[src/rtl/instr_seq.sv]
`default_nettype none
// ============================================================================
// instr_seq : program sequencer for the instruction memory; optional command
//             watchdog enabled by INSTR_SEQ_WDOG_EN.          Revision 1.0
// ============================================================================
module instr_seq #(
    parameter int WIDTH_INSTR  = 32,
    parameter int WIDTH_OPCODE = 4,
    parameter int WIDTH_JDATA  = 24,
    parameter int WIDTH_ADDR   = 8,
    parameter int WIDTH_LOOP   = 16,
    parameter int MEM_LAT      = 2,
    parameter int WDOG_W       = 8
) (
    input  logic                    clk,
    input  logic                    rstn,
    input  logic                    start,
    input  logic [WIDTH_INSTR-1:0]  instr,
    output logic                    next_instr,
    output logic                    jump,
    output logic [WIDTH_OPCODE-1:0] opcode,
    output logic [WIDTH_JDATA-1:0]  jdata,
    output logic                    cmd_valid,
    input  logic                    cmd_ready,
    output logic [WIDTH_JDATA-1:0]  cmd_data,
    output logic                    busy,
    output logic                    halted,
    output logic                    error
);
    localparam int LAT_W = $clog2(MEM_LAT + 1);
    localparam logic [LAT_W-1:0] LAT_INIT = LAT_W'(MEM_LAT);

    localparam logic [WIDTH_OPCODE-1:0] OP_NOP  = WIDTH_OPCODE'(4'b0000);
    localparam logic [WIDTH_OPCODE-1:0] OP_CMD  = WIDTH_OPCODE'(4'b0001);
    localparam logic [WIDTH_OPCODE-1:0] OP_WAIT = WIDTH_OPCODE'(4'b0010);
    localparam logic [WIDTH_OPCODE-1:0] OP_LOOP = WIDTH_OPCODE'(4'b0011);
    localparam logic [WIDTH_OPCODE-1:0] OP_DJNZ = WIDTH_OPCODE'(4'b1001);
    localparam logic [WIDTH_OPCODE-1:0] OP_JMP  = WIDTH_OPCODE'(4'b1010);
    localparam logic [WIDTH_OPCODE-1:0] OP_HALT = WIDTH_OPCODE'(4'b1111);

    typedef enum logic [2:0] {
        S_IDLE, S_FETCH, S_DECODE, S_EXEC, S_CMD, S_WAIT, S_HALT
    } state_t;

    state_t                  state, state_nx;
    logic [WIDTH_OPCODE-1:0] ir_op, ir_op_nx;
    logic [WIDTH_JDATA-1:0]  ir_jd, ir_jd_nx;
    logic [WIDTH_JDATA-1:0]  wait_cnt, wait_nx;
    logic [WIDTH_LOOP-1:0]   loop_cnt, loop_nx;
    logic [LAT_W-1:0]        lat_cnt, lat_nx;
    logic                    error_nx;
    logic                    go_fetch;
    logic                    wdog_trip;
    logic                    unused_bits;

    assign opcode   = ir_op;
    assign jdata    = ir_jd;
    assign cmd_data = ir_jd;
    assign busy     = (state != S_IDLE) && (state != S_HALT);
    assign halted   = (state == S_HALT);

    always_ff @(posedge clk) begin
        if (!rstn) begin
            state    <= S_IDLE;
            ir_op    <= '0;
            ir_jd    <= '0;
            wait_cnt <= '0;
            loop_cnt <= '0;
            lat_cnt  <= '0;
            error    <= 1'b0;
        end else begin
            state    <= state_nx;
            ir_op    <= ir_op_nx;
            ir_jd    <= ir_jd_nx;
            wait_cnt <= wait_nx;
            loop_cnt <= loop_nx;
            lat_cnt  <= lat_nx;
            error    <= error_nx;
        end
    end

    always_comb begin
        state_nx   = state;
        ir_op_nx   = ir_op;
        ir_jd_nx   = ir_jd;
        wait_nx    = wait_cnt;
        loop_nx    = loop_cnt;
        lat_nx     = lat_cnt;
        error_nx   = error;
        go_fetch   = 1'b0;
        next_instr = 1'b0;
        jump       = 1'b0;
        cmd_valid  = 1'b0;
        case (state)
            S_IDLE: begin
                // The first fetch reads address 0 directly, so no pulse here.
                if (start) go_fetch = 1'b1;
            end
            S_FETCH: begin
                lat_nx = lat_cnt - LAT_W'(1);
                if (lat_cnt <= LAT_W'(1)) state_nx = S_DECODE;
            end
            S_DECODE: begin
                ir_op_nx = instr[WIDTH_INSTR-1 -: WIDTH_OPCODE];
                ir_jd_nx = instr[WIDTH_JDATA-1:0];
                state_nx = S_EXEC;
            end
            S_EXEC: begin
                case (ir_op)
                    OP_NOP: begin
                        next_instr = 1'b1;
                        go_fetch   = 1'b1;
                    end
                    OP_CMD: state_nx = S_CMD;
                    OP_WAIT: begin
                        if (ir_jd == '0) begin
                            next_instr = 1'b1;
                            go_fetch   = 1'b1;
                        end else begin
                            wait_nx  = ir_jd;
                            state_nx = S_WAIT;
                        end
                    end
                    OP_LOOP: begin
                        loop_nx    = ir_jd[WIDTH_LOOP-1:0];
                        next_instr = 1'b1;
                        go_fetch   = 1'b1;
                    end
                    OP_DJNZ: begin
                        if (loop_cnt > WIDTH_LOOP'(1)) begin
                            loop_nx = loop_cnt - WIDTH_LOOP'(1);
                            jump    = 1'b1;
                        end else begin
                            loop_nx    = '0;
                            next_instr = 1'b1;
                        end
                        go_fetch = 1'b1;
                    end
                    OP_JMP: begin
                        jump     = 1'b1;
                        go_fetch = 1'b1;
                    end
                    OP_HALT: state_nx = S_HALT;
                    default: begin
                        error_nx = 1'b1;
                        state_nx = S_HALT;
                    end
                endcase
            end
            S_CMD: begin
                cmd_valid = 1'b1;
                if (cmd_ready) begin
                    next_instr = 1'b1;
                    go_fetch   = 1'b1;
                end else if (wdog_trip) begin
                    error_nx = 1'b1;
                    state_nx = S_HALT;
                end
            end
            S_WAIT: begin
                wait_nx = wait_cnt - WIDTH_JDATA'(1);
                if (wait_cnt <= WIDTH_JDATA'(1)) begin
                    next_instr = 1'b1;
                    go_fetch   = 1'b1;
                end
            end
            S_HALT: begin
                // Resume skips the halting word (or a stalled command).
                if (start) begin
                    error_nx   = 1'b0;
                    next_instr = 1'b1;
                    go_fetch   = 1'b1;
                end
            end
            default: state_nx = S_IDLE;
        endcase
        if (go_fetch) begin
            state_nx = S_FETCH;
            lat_nx   = LAT_INIT;
        end
    end

`ifdef INSTR_SEQ_WDOG_EN
    localparam logic [WDOG_W-1:0] WDOG_LAST = WDOG_W'((1 << WDOG_W) - 2);
    logic [WDOG_W-1:0] wdog;

    // Trips on the stall that would bring the count to all-ones.
    assign wdog_trip = (state == S_CMD) && !cmd_ready && (wdog == WDOG_LAST);

    always_ff @(posedge clk) begin
        if (!rstn || state != S_CMD || cmd_ready || wdog_trip) wdog <= '0;
        else wdog <= wdog + WDOG_W'(1);
    end

    assign unused_bits = ^{instr, 32'(WIDTH_ADDR)};
`else
    assign wdog_trip   = 1'b0;
    assign unused_bits = ^{instr, 32'(WIDTH_ADDR), 32'(WDOG_W)};
`endif

endmodule
`default_nettype wire

[config.mk]
export PLATFORM = sky130hd
export DESIGN_NAME = instr_seq
export DESIGN_NICKNAME = d
export VERILOG_FILES = /design/src/rtl/instr_seq.sv
export SDC_FILE = /design/constraint.sdc
export NUM_CORES = 1
export LEC_CHECK = 0
export ABC_AREA = 1
export BUFFER_PORTS_ARGS = -buffer_cell sky130_fd_sc_hd__buf_2
export CAP_MARGIN = 25
export CORE_ASPECT_RATIO = 1.1
export CORE_MARGIN = 5
export CORE_UTILIZATION = 40
export CTS_CLUSTER_DIAMETER = 200
export DETAILED_ROUTE_END_ITERATION = 7
export GPL_ROUTABILITY_DRIVEN = 0
export HOLD_SLACK_MARGIN = 0.02
export SLEW_MARGIN = 5
export SYNTH_ARGS = -nofsm -noshare
export SYNTH_HDL_FRONTEND = slang
export SYNTH_SLANG_ARGS = --single-unit
[constraint.sdc]
create_clock -name clk -period 2.3 [get_ports clk]
set_clock_uncertainty 0.05 [all_clocks]
set_input_delay 0.115 -clock clk [delete_from_list [all_inputs] [get_ports clk]]
set_output_delay 0.115 -clock clk [all_outputs]
set_load 0.02 [all_outputs]
==> impl_metrics.ini, run 1 <==
[layout]
final_cell_mix = nand2_1, a21oi_1, buf_2
n_antenna_cell = 0
multi_input_area_mm2 = 0.00240
final_nets = 804
regArea_mm2 = 0.00148
layout_commonest_cell = nand2_1
num-fill-cells = 1122
area_growth_pct = 20.5
final_area_mm2 = 0.00533
drive_above_1_share_pct = 18.2

[power]
p_seq_share_pct = 43.5
clkPwrFrac_pct = 45.1
switching_share_pct = 25.9
power.switching_mw = 0.795
total_power_mw = 3.06
leakage_nw = 2.59
internal_power_mw = 2.27
pwr_density_cell_mw_per_mm2 = 574
pwr-share-comb_pct = 11.5
peakVddDrop_mv = 0.321

[sta]
max_freq_ghz = 0.472
slew_headroom_pct = 58.4
post-route-min-period_ns = 2.12
drv_slew = 0
fin_crit_sh_pct = 92.2
tns_ns = 0
setup_violations = 0
finalHoldViolations = 0
tightestPinTransition_ns = 0.623
rsz0062_at_grt = no

[synthesis]
synth.distinct_cells = 37
synth-xor-area-share_pct = 2.57
synth.yosys.seq_area_share_pct = 33.5
synth_top_family_by_area = simple AND/OR/NAND/NOR gates
synth_compound_area_share_pct = 20.7
synth-edff-count = 0
synth_warnings = 0
syn_avg_cell_area_um2 = 6.53
syn_inst = 678
synthMuxAreaShare_pct = 0
ys_async_sr_fraction_pct = 0
synth_flop_cell = dfxtp_1
synthSimpleGateAreaFrac_pct = 29.5
yosys.area_share.adder_pct = 1.41
synthesis.nets = 719
syn_area_mm2 = 0.00443
ys_ff_latch = 74

[setup_path]
slowest_stage = dfxtp_1
cp_max_fo = 4
end_kind = primary output
crit_required_ns = 2.13
critical-path-top-delay-family = compound AO/OA/AOI/OAI gates
path_buf_inv = 2
path_cells = inv_1, ha_1, nand2_1, nor2_2, o21ai_2, o21ai_1, o21ai_1, nand4_1, buf_2
critPathKind = reg -> out
critPathMaxStageDelay_ns = 0.37
worstSetupStartpointType = register
arrival_ns = 1.95
worstSetupStartpoint = loop_cnt[0]
r2r-start = cmd_data[14]
cp_common_cell = o21ai_1

[placement]
dp_hpwl_mm = 9.59
portBuffers = 89
dpl_cell_area_mm2 = 0.00487

[floorplanning]
dieArea_mm2 = 0.0133
core_mm2 = 0.0109
die_x_um = 110
rows = 40
start_util_pct = 40.7
ios = 94
die_y_um = 120

[flow_run]
max-cap-violations = 0

[global_routing]
grt_max_degree = 30
grt.total_usage_pct = 20.4
grt_overflow_total = 0
grt_pass1_vias = 4540
grt_pass1_wl_mm = 21.5
antenna_found_initial = 0

[detailed_routing]
avgViaCountPerCell = 5.14
drc_errors = 0
routed_wl_mm = 13.1
postRouteAntennaNets = 0
drtPass1Iterations = 5
wl_per_cell_um = 14.3
drt_iter0_drc = 187
vias = 4699

[run_status]
status = completed

[clock_network]
numCtsBuffers = 9
clkLatencyLatePin_ns = 0.33
numClockSinks = 74
htreeDepth = 3
clk_pin_slew_ns = 0.05
cts_tree = done
cts_setup_buffers = 0
clockBufferDepth = 2
cts-root-buf = clkbuf_16

[min_path]
hp-class = in -> reg
hp-start = instr[21]
logic make-up after synthesis:
family          count (synthesis)
buf+inv                       112
simple gates                  303
compound gates                171
xor+xnor                       13
flops                          74
fa+ha+maj                       5
cell type report:
class                      count  area share (%)
clock buffer                  10            4.29
timing repair buffer         123            13.9
tap                          147            3.45
inverter                      63            4.48
sequential                    74            27.8
multi-input combinational    492            45.0
clock inverter                 6            1.08
worst paths after layout:
kind                        to  slack, ns  cells past startpoint
hold reg to reg   wait_cnt[23]       0.43                      2
setup / recovery    next_instr       0.18                      9
hold / removal    cmd_data[21]       0.03                      3
setup reg to reg   wait_cnt[3]       0.32                      9
registers in the layout, summed over array words and instances (netlist names):
name / flops
cmd_data: 24
error: 1
lat_cnt: 2
loop_cnt: 16
opcode: 4
state: 3
wait_cnt: 24
power groups by stage:
stage / registers, mW / logic (mW) / clock network [mW]
after detailed placement: 1.36 / 0.328 / 0
after CTS: 1.33 / 0.352 / 1.41
after global routing: 1.33 / 0.389 / 1.45
after floorplan: 1.38 / 0.203 / 0
after global placement: 1.36 / 0.323 / 0
final: 1.33 / 0.351 / 1.38
repair_timing:
item	in CTS	in global routing
setup endpoints to repair	0	1
hold buffers	17	0
resized for setup	0	3
endpoints found under the hold margin	17	0
tightest hold or removal path: stages:
cell and delay [ns]:
buf_2 0.07, o21ai_0 0.07, a21oi_1 0.11
through the flow:
step	util [%]	std cells	hold WS [ns]	setup slack (ns)
finish	49.1	915	0.0258	0.180
global route	49.1	915	0.0437	0.0436
CTS	49.1	915	0.0220	0.0379
detailed placement	44.9	882	0.322	0.324
global placement	44.9	882	0.313	0.356
floorplan	-	678	0.209	0.455
routing by layer:
layer  vias up  share of wire, %  track usage (%)
met5         -                 0                0
met3        28               4.6             2.99
met2       120                49             33.3
met4         0               3.1             9.62
met1      2168                44             26.1
li1       2383                 -                -
synthesized netlist by cell type (2+ instances only):
master,number,area [um^2]
a21oi_1,90,450
a22o_1,2,17.5
a22oi_1,2,15.0
a31oi_1,4,25.0
buf_2,7,35.0
buf_4,25,188
buf_6,3,33.8
clkbuf_1,14,52.6
dfxtp_1,74,1480
ha_1,5,62.6
inv_1,58,218
inv_2,3,11.3
nand2_1,146,548
nand2_2,2,12.5
nand2_4,2,22.5
nand3_1,36,180
nand3b_1,4,30.0
nand4_1,10,62.6
nor2_1,87,327
nor2_2,3,18.8
nor2_8,2,40.0
nor3_1,7,35.0
o211ai_1,5,37.5
o21ai_0,58,290
o22ai_1,2,12.5
o311ai_0,2,17.5
o31ai_1,3,22.5
or2_2,2,12.5
xnor2_1,6,52.6
xor2_1,7,61.3
No activity file was read; power rests on OpenSTA's default activity.
==> run 2: changes to the inputs <==
CORE_ASPECT_RATIO = unset   (was 1.1)
RECOVER_POWER = 50   (was unset)
==> run 2 against run 1 <==
Critical path depth did not move. Fmax fell by 2.4%. First-iteration DRC count rose by 21%. Final cell count fell by 0.11%. Sequential power barely moved. Sequential share of layout area rose by 0.51 points. Combinational power rose by 1%. Global-route usage barely moved. Largest cell class unchanged.
==> impl_metrics.ini, run 2 (synthesis results as in run 1) <==
[run_status]
status = completed

[sta]
setup_ws_ns = 0.129
post-route-min-period_ns = 2.17
drv_slew = 0
finalHoldViolations = 0
setup_violations = 0
tightestPinTransition_ns = 0.774
slew_headroom_pct = 48.4
rsz0062_at_grt = no
max_freq_ghz = 0.461
fin_crit_sh_pct = 94.4
tns_ns = 0

[setup_path]
rr_worst_depth = 9
r2r-start = opcode[1]
worstSetupStartpointType = register
critPathKind = reg -> out
arrival_ns = 2.01
cp_max_fo = 4
reg2reg_slack_ns = 0.20
end_kind = primary output
worstSetupStartpoint = loop_cnt[0]
crit_required_ns = 2.13

[detailed_routing]
drc_errors = 0
avgViaCountPerCell = 5.17
routed_wl_mm = 13.4
drtPass1Iterations = 5
postRouteAntennaNets = 0
drt_iter0_drc = 227
wl_per_cell_um = 14.7
vias = 4724

[layout]
multi_input_area_mm2 = 0.00240
utilization_pct = 48.3
regArea_mm2 = 0.00148
drive_above_1_share_pct = 11.0
n_antenna_cell = 0
fin_cells = 914
final_cell_mix = nand2_1, a21oi_1, nor2_1
num-fill-cells = 1156
layout_commonest_cell = nand2_1
final_nets = 812
area_growth_pct = 18.4

[power]
p_seq_share_pct = 49.0
switching_share_pct = 27.1
pwr-share-comb_pct = 13.1
clkPwrFrac_pct = 37.9
peakVddDrop_mv = 0.353
power.switching_mw = 0.738
internal_power_mw = 1.98
pwr_density_cell_mw_per_mm2 = 519
leakage_nw = 2.34

[floorplanning]
ios = 94
start_util_pct = 40.8
core_mm2 = 0.0108
dieArea_mm2 = 0.0133
die_x_um = 115
die_y_um = 115
rows = 38

[global_routing]
grt_max_degree = 35
grt_pass1_wl_mm = 21.7
grt_overflow_total = 0
antenna_found_initial = 0
grt_pass1_vias = 4424
grt.total_usage_pct = 20.4

[placement]
dp_hpwl_mm = 9.74
dp_cells = 874
dp_slack_ns = 0.240
portBuffers = 89

[flow_run]
max-cap-violations = 0

[clock_network]
cts_tree = done
clockBufferDepth = 2
clk_pin_slew_ns = 0.08
numCtsBuffers = 9
htreeDepth = 3
clkLatencyLatePin_ns = 0.35
cts-root-buf = clkbuf_8
numClockSinks = 74

[min_path]
hp-class = in -> reg
min_path_cells = 3
hp-start = instr[17]
-- run 2: cell types whose count changed in the layout (fill, tap and decap cells not counted), moves of 3 or more --
cell	before	now
buf_2	89	36
dlygate4sd3_1	17	26
clkbuf_8	0	11
buf_4	17	14
clkbuf_16	9	0
clkbuf_1	1	54
-- run 2: what timing repair did --
action / CTS / global route
gates resized for setup: 1 / 2
gates cloned: 0 / 0
setup buffers: 0 / 0
endpoints found under the hold margin: 26 / 0
endpoints found under the setup margin: 1 / 1
hold buffers: 26 / 0
-- run 2: worst max-delay path: stages (launching register included) --
cell and delay [ns]:
dfxtp_2 0.37, inv_1 0.08, ha_1 0.22, nand2_1 0.16, nor2_2 0.09, o21ai_2 0.18
o21ai_1 0.10, o21ai_0 0.18, nand4_1 0.10, buf_2 0.17
-- run 2: layout make-up --
type                    count  area share (%)
clock buffers              11            2.89
clock inverters             3           0.764
inverters                  63            4.56
multi-input cells         492            45.8
flip-flops and latches     74            28.3
well taps                 140            3.34
repair buffers            131            14.4
-- run 2: power by group through the flow --
stage               sequential [mW]  combinational [mW]  clock (mW)
global placement               1.36               0.324           0
floorplan                      1.38               0.203           0
finish                         1.33               0.356        1.03
global route                   1.34               0.395        1.11
CTS                            1.33               0.364        1.05
detailed placement             1.36               0.328           0
-- run 2: through the flow --
step | instance area [um^2] | power [mW] | hold slack (ns)
floorplan | 4430 | 1.58 | 0.209
global placement | 4860 | 1.68 | 0.315
detailed placement | 4860 | 1.69 | 0.321
CTS | 5310 | 2.74 | 0.0210
global route | 5240 | 2.84 | 0.0612
finish | 5240 | 2.72 | 0.0368
-- run 2: metal layers --
layer  routed length [um]  track usage [%]  share of wire (%)  up-vias
met5                    0                0                  0        -
met4                  258             7.67                1.9        0
met3                  652             2.74                4.9       19
met2                 6390             33.8                 48      131
met1                 6120             27.0                 46     2178
li1                     -                -                  -     2396
-- run 2: final timing paths --
kind / to
worst max-delay path: next_instr
worst min-delay path: cmd_data[17]
worst max register to register: loop_cnt[1]
worst min register to register: wait_cnt[23]
==> run 3: changes to the inputs <==
CORE_ASPECT_RATIO = 0.8   (was unset)
==> run 3 against run 2 <==
Register-to-register slack hardly changed. Routed wire length shrank 1.3%. Worst setup slack better by 0.041 ns. Critical path depth did not move. Via count shrank 0.80%. Design area grew 1.1%. Count of clock-buffer cells in the layout rose by 2. Sequential share of layout area decreased by 0.34 points. Core utilization up 0.52 points. Die area hardly changed. Hold slack worse by 0.0069 ns. Global-route usage is 0.41 points lower. Critical path type unchanged. Highest routed layer unchanged.
==> impl_metrics.ini, run 3 (synthesis results as in run 1) <==
[layout]
area_growth_pct = 19.8
fin_cells = 918
drive_above_1_share_pct = 11.1
layout_commonest_cell = nand2_1
final_area_mm2 = 0.00530
n_antenna_cell = 0
final_nets = 810
final_cell_mix = nand2_1, a21oi_1, nor2_1

[sta]
drv_slew = 0
setup_ws_ns = 0.169
tns_ns = 0
rsz0062_at_grt = no
post-route-min-period_ns = 2.13
max_freq_ghz = 0.469
slew_headroom_pct = 44.6
hold-worst-slack_ns = 0.0298
fin_crit_sh_pct = 92.6
setup_violations = 0
tightestPinTransition_ns = 0.831
finalHoldViolations = 0

[floorplanning]
ios = 94
dieArea_mm2 = 0.0133
die_y_um = 104
die_x_um = 128
start_util_pct = 40.8
rows = 34
core_mm2 = 0.0108

[detailed_routing]
postRouteAntennaNets = 0
vias = 4686
routed_wl_mm = 13.2
drtPass1Iterations = 6
drc_errors = 0
avgViaCountPerCell = 5.10
drt_iter0_drc = 322
wl_per_cell_um = 14.4

[power]
power.switching_mw = 0.765
switching_share_pct = 25.9
pwr_density_cell_mw_per_mm2 = 557
leakage_nw = 2.37
clkPwrFrac_pct = 43.0
p_seq_share_pct = 45.2
internal_power_mw = 2.19
pwr-share-comb_pct = 11.8
peakVddDrop_mv = 0.368

[flow_run]
max-cap-violations = 0

[setup_path]
crit_required_ns = 2.13
critical-path-top-delay-family = compound AO/OA/AOI/OAI gates
worstSetupStartpoint = loop_cnt[0]
path_cells = inv_1, ha_1, nand2_2, nor2_4, o21ai_2, o21ai_0, o21ai_1, nand4_1, buf_2
r2r-start = state[0]
rr_worst_depth = 9
cp_num_cells = 9
r2r_end = wait_cnt[11]
end_kind = primary output
crit_end = next_instr
arrival_ns = 1.97
critPathMaxStageDelay_ns = 0.37
path_buf_inv = 2
worstSetupStartpointType = register
critPathKind = reg -> out
reg2reg_slack_ns = 0.21
slowest_stage = dfxtp_1
cp_max_fo = 4

[clock_network]
cts_setup_buffers = 0
cts-root-buf = clkbuf_16
numCtsBuffers = 9
cts_tree = done
numClockSinks = 74
htreeDepth = 3
clockBufferDepth = 2
clk_pin_slew_ns = 0.05
clkLatencyLatePin_ns = 0.33

[global_routing]
grt_pass1_wl_mm = 21.8
grt.total_usage_pct = 20.0
grt_overflow_total = 0
antenna_found_initial = 0
grt_pass1_vias = 4347
grt_max_degree = 43

[placement]
portBuffers = 89
dp_cells = 881
dp_hpwl_mm = 9.65
dp_slack_ns = 0.256
dpl_cell_area_mm2 = 0.00488

[min_path]
hp-class = in -> reg
hp-start = instr[28]

[run_status]
status = completed
-- run 3: how the worst min path moves through the flow --
stage,end,slack [ns],depth (start not counted)
after floorplan,cmd_data[5],0.21,2
after CTS,opcode[0],0.02,3
final,opcode[0],0.03,3
after global placement,cmd_data[1],0.31,3
after detailed placement,state[0],0.31,3
after global routing,opcode[0],0.05,3
-- run 3: layout make-up --
cell class | count | area, um^2
clock buffers | 13 | 250
flip-flops and latches | 74 | 1480
fillers | 1174 | 5550
clock inverters | 3 | 15.0
well taps | 144 | 180
inverters | 63 | 240
repair buffers | 129 | 727
multi-input cells | 492 | 2410
-- run 3: worst min-delay path, cell delays in order --
cell	delay, ns
buf_2	0.08
o21ai_0	0.07
a21oi_1	0.11
-- run 3: metrics by stage --
stage,util (%),total power [mW]
final,48.9,2.95
after global routing,48.9,3.08
after CTS,49.4,2.99
after detailed placement,45.0,1.69
after global placement,45.0,1.69
after floorplan,-,1.58
-- run 3: timing repair --
item / CTS / global route
hold buffers: 21 / 0
setup endpoints to repair: 0 / 3
gates resized for setup: 0 / 5
endpoints found under the hold margin: 21 / 0
-- run 3: per-layer routing --
metal / vias to the layer above / global-route usage (%) / routed length, um
met2: 155 / 30.1 / 5580
met1: 2123 / 29.0 / 6680
li1: 2391 / - / -
met3: 17 / 4.16 / 824
met4: 0 / 5.00 / 170
met5: - / 0 / 0
-- run 3: power by group through the flow --
stage	sequential, mW	clock (mW)	combinational, mW
2_1_floorplan	1.38	0	0.203
3_3_place_gp	1.36	0	0.327
3_5_place_dp	1.36	0	0.330
4_1_cts	1.33	1.30	0.358
5_1_grt	1.34	1.35	0.391
6_report	1.33	1.27	0.349
